<file path="src/rtl/bus_pkg.sv">
// Shared bus definitions: bus_ctrl bit positions, control encodings and the
// transfer state machine encoding used by bus masters and arbiters.
package bus_pkg;

    // bus_ctrl bit positions
    localparam int unsigned EN       = 0;
    localparam int unsigned WE       = 1;
    localparam int unsigned GP_EN    = 2;
    localparam int unsigned TRISTATE = 3;

    // Whole-field encodings {tristate, gp_en, we, en}
    localparam logic [3:0] CTRL_IDLE  = 4'b0000;
    localparam logic [3:0] CTRL_READ  = 4'b0001;
    localparam logic [3:0] CTRL_WRITE = 4'b0011;

    typedef enum logic [1:0] {
        IDLE,
        ACCESS,
        DONE
    } state_t;

endpackage

</file>
<file path="src/rtl/rr_pick3.sv">
// Three-way round-robin picker. Searches last_grant+1, +2, +3 (mod 3) and
// returns the first requesting index. Purely combinational.
module rr_pick3 (
    input  logic [2:0] req,
    input  logic [1:0] last_grant,
    output logic [1:0] winner,
    output logic       valid
);

    // Rotate the search order so the most recent winner is tried last
    always_comb begin
        winner = 2'd0;
        valid  = |req;
        case (last_grant)
            2'd0:    winner = req[1] ? 2'd1 : (req[2] ? 2'd2 : 2'd0);
            2'd1:    winner = req[2] ? 2'd2 : (req[0] ? 2'd0 : 2'd1);
            // 2 and the unused code 3 both restart the search at master 0
            default: winner = req[0] ? 2'd0 : (req[1] ? 2'd1 : 2'd2);
        endcase
    end

endmodule

</file>
<file path="src/rtl/bus_arbiter.sv">
// Round-robin arbiter sharing the system memory bus between instruction
// fetch (0), data load/store (1) and the peripheral master (2). Each grant
// runs a fixed-latency access, then returns a one-cycle done pulse plus
// registered read data, followed by a one-cycle bus turnaround.
module bus_arbiter
    import bus_pkg::*;
#(
    parameter int unsigned ADDR_W      = 32,
    parameter int unsigned DATA_W      = 32,
    parameter int unsigned N_REQ       = 3,
    parameter int unsigned WAIT_CYCLES = 2
) (
    input  logic                      clk,
    input  logic                      reset,
    input  logic [N_REQ-1:0]          req,
    input  logic [N_REQ-1:0]          req_we,
    input  logic [N_REQ*ADDR_W-1:0]   req_addr,
    input  logic [N_REQ*DATA_W-1:0]   req_wdata,
    input  logic [DATA_W-1:0]         bus_rdata,
    output logic [N_REQ-1:0]          gnt,
    output logic [N_REQ-1:0]          done,
    output logic [DATA_W-1:0]         rdata,
    output logic [ADDR_W-1:0]         bus_addr,
    output logic [DATA_W-1:0]         bus_wdata,
    output logic [3:0]                bus_ctrl,
    output logic                      busy
);

    localparam int unsigned CNT_W = (WAIT_CYCLES > 0) ? $clog2(WAIT_CYCLES + 1) : 1;

    state_t           state_q;
    logic [CNT_W-1:0] cnt_q;
    logic [1:0]       last_grant_q;
    logic [1:0]       cur_idx_q;

    logic [1:0]       pick_idx;
    logic             pick_valid;

    rr_pick3 u_pick (
        .req        (req),
        .last_grant (last_grant_q),
        .winner     (pick_idx),
        .valid      (pick_valid)
    );

    // Transfer FSM; every output is a register updated here
    always_ff @(posedge clk) begin
        if (reset) begin
            state_q      <= IDLE;
            cnt_q        <= '0;
            last_grant_q <= 2'd2;
            cur_idx_q    <= 2'd0;
            gnt          <= '0;
            done         <= '0;
            rdata        <= '0;
            bus_addr     <= '0;
            bus_wdata    <= '0;
            bus_ctrl     <= CTRL_IDLE;
            busy         <= 1'b0;
        end else begin
            unique case (state_q)
                IDLE: begin
                    if (pick_valid) begin
                        cur_idx_q <= pick_idx;
                        gnt       <= N_REQ'(1) << pick_idx;
                        bus_addr  <= req_addr[int'(pick_idx) * ADDR_W +: ADDR_W];
                        bus_wdata <= req_wdata[int'(pick_idx) * DATA_W +: DATA_W];
                        bus_ctrl  <= req_we[pick_idx] ? CTRL_WRITE : CTRL_READ;
                        cnt_q     <= CNT_W'(WAIT_CYCLES);
                        busy      <= 1'b1;
                        state_q   <= ACCESS;
                    end
                end
                ACCESS: begin
                    if (cnt_q != '0) begin
                        cnt_q <= cnt_q - CNT_W'(1);
                    end else begin
                        // The we bit still reflects the access being finished
                        if (!bus_ctrl[WE]) begin
                            rdata <= bus_rdata;
                        end
                        bus_ctrl     <= CTRL_IDLE;
                        done         <= gnt;
                        last_grant_q <= cur_idx_q;
                        state_q      <= DONE;
                    end
                end
                DONE: begin
                    done    <= '0;
                    gnt     <= '0;
                    busy    <= 1'b0;
                    state_q <= IDLE;
                end
                default: begin
                    state_q <= IDLE;
                end
            endcase
        end
    end

endmodule
</file>
<file path="config.mk">
export PLATFORM = sky130hd
export DESIGN_NAME = bus_arbiter
export DESIGN_NICKNAME = d
export VERILOG_FILES = /design/src/rtl/bus_pkg.sv /design/src/rtl/rr_pick3.sv /design/src/rtl/bus_arbiter.sv
export SDC_FILE = /design/constraint.sdc
export NUM_CORES = 1
export LEC_CHECK = 0
export BUFFER_PORTS_ARGS = -buffer_cell sky130_fd_sc_hd__buf_4
export CAP_MARGIN = 10
export CORE_MARGIN = 10
export CORE_UTILIZATION = 30
export CTS_BUF_LIST = sky130_fd_sc_hd__clkbuf_8 sky130_fd_sc_hd__clkbuf_16
export CTS_CLUSTER_SIZE = 30
export DETAILED_ROUTE_END_ITERATION = 10
export SLEW_MARGIN = 20
export SYNTH_ARGS = -nofsm -noshare
export SYNTH_HDL_FRONTEND = slang
export SYNTH_SLANG_ARGS = --single-unit
</file>
<file path="constraint.sdc">
create_clock -name clk -period 2.83 [get_ports clk]
set_input_delay 0.4245 -clock clk [delete_from_list [all_inputs] [get_ports clk]]
set_output_delay 0.4245 -clock clk [all_outputs]
set_load 0.05 [all_outputs]
</file>
==> results.json, run 1 <==
{
  "outcome": "complete, no violations",
  "globalRouteOverflowTotal": 0,
  "clock_tree.root_cell": "clkbuf_16",
  "hpwlAfterDp_um": 19000,
  "worstSetupStartpointType": "flip-flop",
  "clk_latency_ns": 0.42,
  "synthTopCellsByArea": "dfxtp_1, mux2_2, a222oi_1",
  "max_freq_mhz": 495,
  "finalSetupViolations": 0,
  "p_per_area_nw_per_um2": 680,
  "core_area_um2": 20200,
  "globalRouteTotalUtil": 0.188,
  "yosysSeqAreaShare": 0.368,
  "reg2reg_to": "bus_addr[4]",
  "synth_top_area_share": 0.368,
  "cts_resized": 0,
  "worst_pin_slew_ns": 0.811,
  "rsz0062_at_grt": "no",
  "synthArstFlopShare": 0,
  "yosysTopAreaCell": "dfxtp_1",
  "seqCellArea_um2": 2260,
  "die_w_um": 163,
  "peakVddDrop_uv": 487,
  "fin_cells": 1256,
  "drive_above_1_share": 0.487,
  "hold_viol": 0,
  "start_util": 0.304,
  "setup_tns_ns": 0,
  "placedCellCount": 1224,
  "synth_area_um2": 6150,
  "drtIter0Drc": 688,
  "grt_pass1_wl_um": 39900,
  "hold_end": "rdata[21]",
  "rows": 52,
  "crit_start": "last_grant_q[0]",
  "synth_common_cells": "nand2_1, dfxtp_1, nand3_1, a222oi_1, mux2_2",
  "worst-r2r-setup-slack_ns": 0.81,
  "ios": 339,
  "period_needed_ns": 2.02,
  "cts_setup_buffers": 0,
  "arrival_ns": 2.36,
  "synth_warnings": 0,
  "n_antenna_cell": 0,
  "fin_nets": 1206,
  "hold_buffers": 0,
  "power.leakage_nw": 4.06,
  "reg2reg_from": "last_grant_q[0]",
  "reg2reg_depth": 5,
  "synth.most_common_cell": "nand2_1",
  "wire_per_inst_um": 21.5,
  "required_ns": 3.17,
  "cts_buffer_depth": 2,
  "cts_tree": "yes",
  "hold_ws_ns": 0.245,
  "critical_path_class": "flip-flop to flip-flop",
  "path_max_fanout": 38,
  "hold_depth": 3,
  "syn_avg_cell_area_um2": 9.01,
  "n_fill_cell": 1971,
  "netlist_instances": 683,
  "first_global_vias": 6808,
  "ant_nets": 0,
  "io_buffers": 336,
  "maxSlewViolCount": 0,
  "remaining_drc_errors": 0,
  "fin_crit_sh": 0.713,
  "die_area_um2": 26600,
  "die_h_um": 163,
  "slew_headroom": 0.460,
  "worstHoldPathType": "primary input to flip-flop",
  "multiInputGateArea_um2": 3460,
  "endpoint_kind": "flip-flop",
  "finClkSkew_ns": 0.0111,
  "holdCritStartpoint": "bus_rdata[21]",
  "grt_max_degree": 76,
  "ys_ff_latch": 113,
  "cts_buffers": 17,
  "drtPass1Iterations": 10,
  "maxCapViolations": 0,
  "placed_area_um2": 8790,
  "clk_pin_slew_ns": 0.06,
  "synth_edf_count": 0,
  "fin_area_um2": 9370,
  "area_growth_pct": 52.3,
  "vias_per_cell": 5.55,
  "yosysUniqueCellTypes": 41,
  "cts_max_level": 4,
  "ys.flop_type": "dfxtp_1",
  "cts_sinks": 113,
  "finalWirelength_um": 27100,
  "vias": 6971,
  "antenna_found_initial": 0,
  "place_congestion": 0.815
}
==> stage by stage <==
step            util  worst slack [ns]  total power [mW]
3_3_place_gp   0.434             0.670              4.27
6_report       0.463             0.812              6.37
3_5_place_dp   0.434             0.596              4.29
2_1_floorplan      -              1.04              3.45
4_1_cts        0.463             0.780              6.44
5_1_grt        0.463             0.612              6.67
==> critical path: stages, from the launching register on <==
cell	delay, ns
dfxtp_1	0.36
nor3b_2	0.30
o21ba_2	0.61
buf_12	0.30
a222oi_1	0.12
o221ai_1	0.23
==> metal layers <==
metal,share of wire,up-vias,track usage
li1,-,3238,-
met1,0.37,3330,0.217
met2,0.48,362,0.308
met3,0.12,41,0.0740
met4,0.026,0,0.0713
met5,0,-,0
==> sequential cells by signal, indices dropped and copies added, names as in the netlist <==
signal / count
bus_addr: 32
bus_ctrl: 2
bus_wdata: 32
busy: 1
cnt_q: 2
cur_idx_q: 2
done: 3
gnt: 3
last_grant_q: 2
rdata: 32
state_q: 2
==> cells by family (layout without fill, tap and decap cells) <==
logic type	after synthesis	after routing	synth area share
simple gates	236	236	0.169
compound gates	181	181	0.264
flops	113	113	0.368
buf+inv	83	385	0.0732
mux	68	68	0.124
fa+ha+maj	1	1	0.00203
other cells	1	2	0.000609
==> where the power goes <==
| part | internal [mW] | leakage [nW] | total, mW | switching [mW] |
|---|---|---|---|---|
| Sequential | 1.81 | 0.928 | 1.95 | 0.137 |
| Combinational | 0.832 | 2.86 | 2.29 | 1.46 |
| Clock | 1.27 | 0.269 | 2.13 | 0.864 |
| Total | 3.91 | 4.06 | 6.37 | 2.46 |
==> worst max path at each step <==
stage	to	slack (ns)	cells past startpoint
floorplan	bus_wdata[17]	1.04	6
global placement	bus_wdata[5]	0.67	6
detailed placement	bus_wdata[2]	0.60	6
CTS	bus_wdata[2]	0.78	5
global route	bus_addr[4]	0.61	5
finish	bus_addr[4]	0.81	5
==> cell type report <==
cell class / count / area share
clock inverters: 13 / 0.0134
clock buffers: 19 / 0.0483
inverters: 3 / 0.00147
well taps: 270 / 0.0361
repair buffers: 350 / 0.290
multi-input cells: 488 / 0.369
flip-flops and latches: 113 / 0.242
==> placed cells by master, fill, tap and decap left out, types with 2 or more instances in the layout <==
master      Yosys  layout
conb_1          1       2
nand2b_1        2       2
o221ai_2       20      20
mux2_2         63      63
clkinvlp_4      0       5
dfxtp_1       113     112
inv_1           2       2
nand2_2         0       2
clkbuf_16       0      17
a222oi_1       64      64
inv_6           0       5
nand3_1        67      67
mux2i_1         4       4
o221ai_1       44      44
nand2_1       140     138
clkbuf_8        0       2
a21oi_1        40      40
or4_1           2       2
o21ai_0         4       4
buf_4           6     343
buf_12          0       7
nor2_1         13      12
a22oi_1         3       3
(Power assumes the default switching activity.)
==> run 2, diff against run 1 <==
--- a/config.mk
+++ b/config.mk
@@ -5,6 +5,7 @@
 export SDC_FILE = /design/constraint.sdc
 export NUM_CORES = 1
 export LEC_CHECK = 0
+export ABC_AREA = 1
 export BUFFER_PORTS_ARGS = -buffer_cell sky130_fd_sc_hd__buf_4
 export CAP_MARGIN = 10
 export CORE_MARGIN = 10
==> constraint.sdc (replaced) <==
create_clock -name clk -period 1.76 [get_ports clk]
set_input_delay 0.264 -clock clk [delete_from_list [all_inputs] [get_ports clk]]
set_output_delay 0.264 -clock clk [all_outputs]
set_load 0.05 [all_outputs]
==> results.json, run 2 <==
{
  "endpoint_kind": "flip-flop",
  "layout_commonest_cell": "buf_4",
  "cts_max_level": 4,
  "n_antenna_cell": 0,
  "rows": 50,
  "setup_tns_ns": 0,
  "die_w_um": 159,
  "rsz0062_at_grt": "no",
  "ant_nets": 0,
  "yosysTopAreaCell": "dfxtp_1",
  "synth_area_um2": 5800,
  "place_congestion": 0.814,
  "ios": 339,
  "synth_xor_area_frac": 0,
  "synth_mux_area_frac": 0,
  "drtPass1Iterations": 5,
  "ys_ff_latch": 113,
  "cts_sinks": 113,
  "hold_viol": 0,
  "synth_top_area_share": 0.390,
  "synthTopCellsByArea": "dfxtp_1, nand2_1, nand3_1",
  "synth_compound_area_frac": 0.156,
  "vias_per_cell": 4.80,
  "start_util": 0.307,
  "globalRouteOverflowTotal": 0,
  "period_needed_ns": 1.52,
  "synth.most_common_cell": "nand2_1",
  "synthArstFlopShare": 0,
  "grt_pass1_wl_um": 39600,
  "critical_path_class": "flip-flop to flip-flop",
  "core_area_um2": 18900,
  "vias": 7066,
  "worstSetupStartpointType": "flip-flop",
  "cts_buffers": 17,
  "setup_slack_ns": 0.237,
  "remaining_drc_errors": 0,
  "synth_edf_count": 0,
  "synthSimpleGateAreaFrac": 0.332,
  "globalRouteTotalUtil": 0.193,
  "hpwlAfterDp_um": 18900,
  "cts_buffer_depth": 2,
  "finalSetupViolations": 0,
  "clock_tree.root_cell": "clkbuf_16",
  "area_growth_pct": 59.1,
  "drive_above_1_share": 0.341,
  "antenna_found_initial": 0,
  "first_global_vias": 6985,
  "yosys.area_share.adder": 0.00216,
  "drtIter0Drc": 536,
  "power.leakage_nw": 4.69,
  "finalWirelength_um": 25600,
  "wire_per_inst_um": 17.4,
  "ys.flop_type": "dfxtp_1",
  "worstHoldPathType": "primary input to flip-flop",
  "maxSlewViolCount": 0,
  "peakVddDrop_uv": 670,
  "cts_tree": "yes",
  "arrival_ns": 1.86,
  "maxCapViolations": 0,
  "final_cell_mix": "buf_4, nand2_1, dfxtp_1, a21oi_1, nand3_1",
  "grt_max_degree": 57,
  "path_max_fanout": 48,
  "synth_top_family_by_area": "simple AND/OR/NAND/NOR gates",
  "dpl_worst_slack_ns": 0.108,
  "io_buffers": 336,
  "clk_latency_ns": 0.41,
  "yosysSeqAreaShare": 0.390,
  "die_area_um2": 25300,
  "required_ns": 2.09,
  "synth_common_cells": "nand2_1, dfxtp_1, nand3_1, a21oi_1, nor2_1",
  "die_h_um": 159,
  "finClkSkew_ns": 0.0119,
  "n_fill_cell": 1956,
  "max_freq_mhz": 656,
  "fin_nets": 1432,
  "clk_pin_slew_ns": 0.06,
  "netlist_instances": 895,
  "p_per_area_nw_per_um2": 1180,
  "syn_avg_cell_area_um2": 6.48,
  "largest_registers": "bus_addr: 32 flops, bus_wdata: 32 flops, rdata: 32 flops",
  "outcome": "complete, no violations",
  "fin_crit_sh": 0.866,
  "yosysUniqueCellTypes": 23,
  "synth_warnings": 0
}
-- run 2: stage by stage --
stage                util  hold slack [ns]  instance area, um2  cells  power [mW]
finish              0.489           0.0696                9240   1472        10.9
detailed placement  0.457            0.457                8640   1440        7.53
global route        0.489           0.0683                9240   1472        11.5
global placement    0.457            0.450                8640   1440        7.51
CTS                 0.489           0.0499                9230   1472        11.1
floorplan               -            0.369                5810    896        5.92
-- run 2: area by class of cell --
type | count | area, um2 | area share
well taps | 260 | 325 | 0.0352
repair buffers | 360 | 2860 | 0.309
clock buffers | 18 | 439 | 0.0476
inverters | 84 | 317 | 0.0343
clock inverters | 14 | 153 | 0.0165
multi-input cells | 623 | 2880 | 0.312
flip-flops and latches | 113 | 2260 | 0.245
-- run 2: logic make-up (layout without fill, tap and decap cells) --
logic type,Yosys count,in the layout
flip-flops,113,113
AO/OA/AOI/OAI,177,177
other,1,2
adder cells (fa/ha/maj),1,1
AND/OR/NAND/NOR,443,443
buffers and inverters,160,476
-- run 2: timing repair --
item / CTS / global route
setup endpoints to repair: 0 / 11
setup buffers: 0 / 0
gates resized for setup: 0 / 1
hold buffers: 0 / 0
-- run 2: where the power goes --
group          total (mW)  internal (mW)  switching, mW
Combinational        4.29           1.45           2.84
Clock                3.46           2.14           1.32
Sequential           3.16           2.96          0.209
Total                10.9           6.55           4.37
-- run 2: critical path: stages (launching register included) --
cell and delay [ns]:
dfxtp_1 0.42, inv_2 0.07, nand2_1 0.11, o21ai_4 0.09, buf_12 0.16, inv_2 0.06
buf_12 0.23, nand3_1 0.12, a21oi_1 0.14
-- run 2: path summary, 6_finish.rpt --
check / startpoint / endpoint / slack, ns / depth (start not counted)
worst max-delay path: last_grant_q[1] / bus_addr[13] / 0.24 / 8
worst min-delay path: bus_rdata[12] / rdata[12] / 0.07 / 3
worst max register to register: last_grant_q[1] / bus_addr[13] / 0.24 / 8
worst min register to register: bus_ctrl[0] / bus_ctrl[0] / 0.47 / 2
-- run 2: metal layers --
| metal | up-vias | GRT usage | wire length [um] |
|---|---|---|---|
| met5 | - | 0 | 0 |
| met4 | 0 | 0.0535 | 415 |
| met3 | 23 | 0.0751 | 2510 |
| met2 | 343 | 0.309 | 11600 |
| met1 | 3154 | 0.234 | 11100 |
| li1 | 3546 | - | - |
==> run 3, diff against run 2 <==
--- a/config.mk
+++ b/config.mk
@@ -13,6 +13,8 @@
 export CTS_BUF_LIST = sky130_fd_sc_hd__clkbuf_8 sky130_fd_sc_hd__clkbuf_16
 export CTS_CLUSTER_SIZE = 30
 export DETAILED_ROUTE_END_ITERATION = 10
+export PLACE_DENSITY_LB_ADDON = 0.05
+export SKIP_CTS_REPAIR_TIMING = 1
 export SLEW_MARGIN = 20
 export SYNTH_ARGS = -nofsm -noshare
 export SYNTH_HDL_FRONTEND = slang
==> results.json, run 3 (synthesis results as in run 2) <==
{
  "die_w_um": 159,
  "globalRouteTotalUtil": 0.193,
  "rsz0062_at_grt": "no",
  "finalSetupViolations": 0,
  "worstHoldPathType": "primary input to flip-flop",
  "ant_nets": 0,
  "reg2reg_from": "last_grant_q[1]",
  "cts_tree": "yes",
  "io_buffers": 336,
  "swShare": 0.416,
  "power_frac_comb": 0.398,
  "path_max_fanout": 26,
  "p_int_mw": 6.28,
  "p_sw_mw": 4.46,
  "worst-r2r-setup-slack_ns": 0.19,
  "clkPwrFrac": 0.308,
  "hold_ws_ns": 0.0619,
  "period_needed_ns": 1.57,
  "cts_buffer_depth": 2,
  "drtPass1Iterations": 5,
  "globalRouteOverflowTotal": 0,
  "first_global_vias": 6888,
  "crit_chain": "inv_2 -> nand2_1 -> o21ai_4 -> buf_4 -> nand3_1 -> nand2_1 -> inv_1 -> a21oi_1",
  "outcome": "complete, no violations",
  "vias_per_cell": 4.71,
  "fin_cells": 1471,
  "ios": 339,
  "path_buf_inv": 3,
  "antenna_found_initial": 1,
  "hold_viol": 0,
  "maxCapViolations": 0,
  "area_growth_pct": 58.8,
  "place_congestion": 0.810,
  "worstSetupStartpointType": "flip-flop",
  "maxSlewViolCount": 0,
  "rows": 50,
  "power_frac_seq": 0.294,
  "fin_crit_sh": 0.894,
  "start_util": 0.307,
  "peakVddDrop_uv": 769,
  "power.leakage_nw": 4.66,
  "fin_area_um2": 9220,
  "crit_start": "last_grant_q[1]",
  "finalWirelength_um": 25500,
  "largest_registers": "bus_addr: 32 flops, bus_wdata: 32 flops, rdata: 32 flops",
  "final_cell_mix": "buf_4, nand2_1, dfxtp_1, a21oi_1, nand3_1",
  "hpwlAfterDp_um": 18400,
  "drtIter0Drc": 417,
  "die_area_um2": 25300,
  "placed_area_um2": 8650,
  "p_per_area_nw_per_um2": 1170,
  "grt_max_degree": 72,
  "arrival_ns": 1.92,
  "remaining_drc_errors": 0,
  "cts_buffers": 17,
  "cpMaxStageDelayCell": "dfxtp_1",
  "cts_sinks": 113,
  "vias": 6924,
  "drive_above_1_share": 0.341,
  "holdCritStartpoint": "bus_rdata[19]",
  "max_stage_delay_ns": 0.37,
  "clock_tree.root_cell": "clkbuf_16",
  "cpLargestDelayFamily": "buffers and inverters",
  "setup_tns_ns": 0,
  "grt_pass1_wl_um": 39500,
  "max_freq_mhz": 635,
  "required_ns": 2.10,
  "placedCellCount": 1439,
  "critical_path_class": "flip-flop to flip-flop",
  "n_antenna_cell": 0,
  "clk_pin_slew_ns": 0.06,
  "fin_nets": 1431,
  "core_area_um2": 18900,
  "cts_max_level": 4,
  "wire_per_inst_um": 17.3,
  "path_common_cell": "nand2_1",
  "die_h_um": 159,
  "endpoint_kind": "flip-flop",
  "clk_latency_ns": 0.42,
  "finClkSkew_ns": 0.00931,
  "layout_commonest_cell": "buf_4"
}
==> run 3: changes by cell type in the layout (fill, tap and decap cells not counted) <==
cell	previous run	this run
buf_12	12	13
clkinvlp_4	0	3
inv_8	0	5
bufinv_16	2	0
inv_1	70	69
inv_4	0	1
clkinv_4	4	2
clkbuf_8	1	0
clkinv_2	3	0
buf_4	347	345
==> run 3: final timing paths <==
path / cells past startpoint / to
worst min register to register: 2 / cur_idx_q[0]
worst max-delay path: 8 / bus_wdata[19]
worst min-delay path: 3 / rdata[19]
worst max register to register: 8 / bus_wdata[19]
==> run 3: metal layers <==
metal  track usage  vias to the layer above  part of all wire
li1              -                     3553                 -
met1         0.235                     3077              0.42
met2         0.306                      264              0.47
met3        0.0806                       28             0.092
met4        0.0505                        2             0.015
met5             0                        -           0.00051
==> run 3: tightest hold or removal path, stage by stage <==
cell	delay, ns
buf_4	0.08
nor2_1	0.03
nor2_1	0.08
==> run 3: metrics by stage <==
step / util / power [mW] / setup WS (ns)
global route: 0.488 / 11.4 / 0.0456
CTS: 0.488 / 10.9 / 0.141
global placement: 0.458 / 7.51 / 0.140
finish: 0.488 / 10.7 / 0.186
detailed placement: 0.458 / 7.51 / 0.108
floorplan: - / 5.92 / 0.421
==> run 3: power groups by stage <==
stage	registers (mW)	clock network, mW	logic, mW
2_1_floorplan	4.46	0	1.47
3_3_place_gp	3.21	0	4.31
3_5_place_dp	3.21	0	4.31
4_1_cts	3.16	3.44	4.31
5_1_grt	3.21	3.55	4.61
6_report	3.16	3.31	4.27
==> run 3: final cells by class <==
cell class              count  area (um2)
repair buffers            359        2860
clock buffers              17         425
flip-flops and latches    113        2260
multi-input cells         623        2880
well taps                 260         325
fillers                  2050        9680
clock inverters            15         140
inverters                  84         318
